**config.mk**
```make
export PLATFORM = sky130hd
export DESIGN_NAME = sat_accum
export DESIGN_NICKNAME = d
export VERILOG_FILES = /design/src/rtl/sat_accum.sv
export SDC_FILE = /design/constraint.sdc
export NUM_CORES = 1
export LEC_CHECK = 0
export CORE_UTILIZATION = 47
export CTS_BUF_LIST = sky130_fd_sc_hd__clkbuf_4 sky130_fd_sc_hd__clkbuf_8
export CTS_CLUSTER_SIZE = 16
export DETAILED_ROUTE_END_ITERATION = 7
export GPL_ROUTABILITY_DRIVEN = 0
export PLACE_DENSITY = 0.82
export SYNTH_ARGS = -nofsm -noshare
export SYNTH_HDL_FRONTEND = slang
export SYNTH_SLANG_ARGS = --single-unit
```
**constraint.sdc**
```tcl
create_clock -name clk -period 1.75 [get_ports clk]
set_input_delay 0.175 -clock clk [delete_from_list [all_inputs] [get_ports clk]]
set_output_delay 0.175 -clock clk [all_outputs]
set_load 0.02 [all_outputs]
```
**src/rtl/sat_accum.sv**
```systemverilog
`default_nettype none
// ============================================================================
// Module   : sat_accum
// Brief    : Saturating block accumulator with valid/ready in and out ports.
//            Optional sticky saturation flag: SAT_ACCUM_SAT_FLAG_EN.
// Revision : 1.0 - initial release
// ============================================================================
module sat_accum #(
  parameter int WIDTH = 8,
  parameter int LEN_W = 4
) (
  input  logic             clk,
  input  logic             rst_n,
  input  logic             in_valid,
  output logic             in_ready,
  input  logic [WIDTH-1:0] in_data,
  input  logic [LEN_W-1:0] len,
  output logic             out_valid,
  input  logic             out_ready,
  output logic [WIDTH-1:0] out_data,
  output logic             out_sat
);

  localparam logic [1:0] c_idle  = 2'd0;
  localparam logic [1:0] c_accum = 2'd1;
  localparam logic [1:0] c_done  = 2'd2;

  logic [1:0]       r_state;
  logic [1:0]       w_state_nxt;
  logic [WIDTH-1:0] r_acc;
  logic [LEN_W-1:0] r_cnt;
  logic [LEN_W-1:0] r_len_q;
  logic [LEN_W-1:0] w_len_eff;
  logic [LEN_W-1:0] w_cnt_inc;
  logic [WIDTH:0]   w_sum;
  logic             w_carry;
  logic [WIDTH-1:0] w_sat_sum;
  logic             w_accept;
  logic             w_take;

  assign in_ready  = (r_state == c_idle) || (r_state == c_accum);
  assign out_valid = (r_state == c_done);
  // acc never changes in DONE, so it doubles as the held output register
  assign out_data  = r_acc;

  assign w_accept  = in_valid && in_ready;
  assign w_take    = out_valid && out_ready;
  assign w_len_eff = (len == '0) ? LEN_W'(1) : len;
  assign w_cnt_inc = r_cnt + LEN_W'(1);
  assign w_sum     = {1'b0, r_acc} + {1'b0, in_data};
  assign w_carry   = w_sum[WIDTH];
  assign w_sat_sum = w_carry ? '1 : w_sum[WIDTH-1:0];

  always_comb begin
    w_state_nxt = r_state;
    case (r_state)
      c_idle:  if (w_accept) w_state_nxt = (w_len_eff == LEN_W'(1)) ? c_done : c_accum;
      c_accum: if (w_accept && (w_cnt_inc == r_len_q)) w_state_nxt = c_done;
      c_done:  if (w_take) w_state_nxt = c_idle;
      default: w_state_nxt = c_idle;
    endcase
  end

  always_ff @(posedge clk or negedge rst_n) begin
    if (!rst_n) begin
      r_state <= c_idle;
      r_acc   <= '0;
      r_cnt   <= '0;
      r_len_q <= '0;
    end else begin
      r_state <= w_state_nxt;
      if (w_accept) begin
        if (r_state == c_idle) begin
          r_acc   <= in_data;
          r_cnt   <= LEN_W'(1);
          r_len_q <= w_len_eff;
        end else begin
          r_acc   <= w_sat_sum;
          r_cnt   <= w_cnt_inc;
        end
      end
    end
  end

`ifdef SAT_ACCUM_SAT_FLAG_EN
  logic r_flag;
  logic r_out_sat;

  // r_flag tracks the block in flight; r_out_sat is the copy shown in DONE
  always_ff @(posedge clk or negedge rst_n) begin
    if (!rst_n) begin
      r_flag    <= 1'b0;
      r_out_sat <= 1'b0;
    end else if (w_accept) begin
      if (r_state == c_idle) begin
        r_flag    <= 1'b0;
        r_out_sat <= 1'b0;
      end else begin
        r_flag <= r_flag | w_carry;
        if (w_state_nxt == c_done) r_out_sat <= r_flag | w_carry;
      end
    end else if (w_take) begin
      r_out_sat <= 1'b0;
    end
  end

  assign out_sat = r_out_sat;
`else
  assign out_sat = 1'b0;
`endif

endmodule
`default_nettype wire

```
==> metrics.yaml <==
synth:
  synthAdderAreaFrac_pct: 10.2
  synth_ff_type: "dfrtp_1"
  synth_compound_area_share_pct: 26.0
  synthMuxAreaShare_pct: 4.15
  netlist_instances: 136
  synth_fp_nets: 162
  synth.avg_cell_area_sq_um: 9.54
  syn_area_sq_mm: 0.00130
  ys_seq_area_share_pct: 34.7
  synth_edf_count: 0
  async_reset_ff_share_pct: 100
  ys_ff_latch: 18
  synth_top_family_by_area: "compound AO/OA/AOI/OAI gates"
  yosysWarnings: 0
  synthXorXnorAreaFrac_pct: 4.73
  synth_simple_gate_area_share_pct: 16.6
  synthDistinctLibCells: 47
sta:
  hold_viol: 0
  fmax_ghz: 0.534
  rsz0062_at_grt: "yes"
  finalCritPeriodShare_pct: 107
  finalSetupViolations: 8
  fin_setup_tns_ns: -0.635
  min_period_ns: 1.87
  fin_worst_skew_ns: 0.00668
  drv_slew: 0
  worst_slack_ns: -0.121
detailed_routing:
  drtPass1Iterations: 4
  ant_nets: 0
  wirelength_mm: 3.07
  wire_per_inst_microns: 14.7
  drcViolationCount: 0
  via_per_inst: 5.66
  num_vias: 1183
  drt_iter0_drc: 29
floorplanning:
  top_level_ports: 27
  core_area_sq_mm: 0.00254
  die_h_microns: 54.5
  start_util_pct: 51.0
  die_area_sq_mm: 0.00297
  placementRows: 18
  die_w_microns: 54.5
global_route:
  track_usage_pct: 23.3
  first_global_vias: 1124
  antenna_found_initial: 0
  grt-ovfl-total: 0
  grt_pass1_wl_mm: 5.01
  grt_max_degree: 19
cts:
  cts_buffer_depth: 2
  clock_sinks: 18
  cts_buffers: 3
  h-tree-depth: 1
  cts_hold_buf: 0
  clock-root-buffer: "clkbuf_4"
  clk_latency_ns: 0.30
  cts_tree: "yes"
  clkSlewWorstSetupHoldPaths_ns: 0.11
critical_path:
  crit_arrival_ns: 2.07
  start_kind: "flop"
  r2r_cells: 7
  criticalPathCategory: "reg -> reg"
  reg2reg_setup_slack_ns: -0.12
  rr_startpoint: "out_data[0]"
  end_kind: "flop"
  cp_max_fo: 3
  cp.required_ns: 1.95
  reg2reg_to: "out_data[4]"
cells_and_area:
  layout_commonest_cell: "clkdlybuf4s50_1"
  instances_no_fill: 209
  diodes: 0
  fillers: 198
  layout-drive-gt1-share_pct: 25.1
  area_growth_pct: 37.0
  post-route-util_pct: 69.9
  layout_common_cells: "clkdlybuf4s50_1 (24), buf_4 (20), dfrtp_1 (16), nand2_1 (11), o21ai_1 (9)"
  finalNetCount: 206
pwr:
  peakVddDrop_mv: 1.15
  leakage_nw: 0.770
  power_density_mw_per_mm2: 1860
place:
  portBuffers: 25
  dp.cells: 204
  dp_hpwl_mm: 2.35
outcome:
  status: "finished with violations"
  violations: "setup timing"
run:
  cap_violations: 0
worst_hold_path:
  hold_class: "in -> async"
## per-stage QoR
step	cell area (sq um)	total power, mW	setup slack [ns]	hold slack [ns]
floorplan	1320	2.24	-0.0974	-0.121
global placement	1720	2.89	-0.313	0.494
detailed placement	1720	2.98	-0.361	0.516
CTS	1770	3.29	-0.129	0.201
global route	1780	3.55	-0.198	0.196
finish	1780	3.31	-0.121	0.191
## layout make-up
type,count,area [sq um],area share (%)
Timing Repair Buffer,45,403,22.7
Multi-Input combinational cell,109,837,47.1
Clock buffer,4,36.3,2.04
Sequential cell,18,453,25.5
Inverter,3,11.3,0.633
Tap cell,30,37.5,2.11
## per-layer routing
layer | share of wire [%] | track usage (%) | vias up
li1 | - | - | 584
met1 | 46 | 30.9 | 549
met2 | 47 | 39.4 | 45
met3 | 5.6 | 4.44 | 5
met4 | 0.91 | 4.27 | 0
met5 | 0 | 0 | -
## repair_timing
item	4_1_cts	5_1_grt
resized for setup	3	2
setup buffers	0	1
pin swaps	1	2
setup endpoints to repair	9	9
## critical path, stage by stage (launching register included)
cell and delay (ns):
dfrtp_2 0.44, ha_4 0.17, fa_2 0.34, a21o_2 0.21, a21oi_4 0.20, mux2i_1 0.21, o2bb2ai_1 0.14, o21ai_1 0.07
## report_power, final
group	total, mW	switching (mW)	internal [mW]
sequential	0.835	0.212	0.623
clock	0.263	0.136	0.127
combinational	2.21	1.07	1.13
## cells by family (layout without fill, tap and decap cells)
logic type / count (synthesis) / count (layout)
AOI/OAI and AO/OA: 46 / 46
adders and majority gates: 10 / 10
xor gates and xnor gates: 7 / 7
muxes: 5 / 5
DFF: 18 / 18
buffers and inverters: 9 / 52
and+or+nand+nor: 40 / 40
other: 1 / 1
## Yosys cell counts (3+ instances only)
| cell type | instances | share of area [%] |
|---|---|---|
| buf_2 | 4 | 1.5 |
| xnor2_1 | 4 | 2.7 |
| nor3_1 | 6 | 2.3 |
| o22ai_1 | 4 | 1.9 |
| o21ai_1 | 7 | 2.7 |
| dfrtp_1 | 18 | 35 |
| inv_1 | 3 | 0.87 |
| xor2_1 | 3 | 2.0 |
| a21oi_1 | 5 | 1.9 |
| nor2_1 | 5 | 1.4 |
| nand3_1 | 6 | 2.3 |
| ha_1 | 9 | 8.7 |
| mux2_2 | 3 | 2.6 |
| o21ai_0 | 10 | 3.9 |
| nand2_1 | 11 | 3.2 |
## registers in the layout, indices dropped and copies added, names as in the netlist
| register | cells |
|---|---|
| r_len_q | 4 |
| out_data | 8 |
| r_state | 2 |
| r_cnt | 4 |
## worst max-delay path by stage
stage                     slack, ns  cells past startpoint        start          end
after detailed placement      -0.36                      8   in_data[0]  out_data[4]
after CTS                     -0.13                      7  out_data[0]  out_data[4]
after floorplan                -0.1                      7  out_data[0]  out_data[4]
after global routing          -0.20                      7  out_data[0]  out_data[4]
final                         -0.12                      7  out_data[0]  out_data[4]
after global placement        -0.31                      8   in_data[0]  out_data[4]
(Power assumes the default switching activity.)
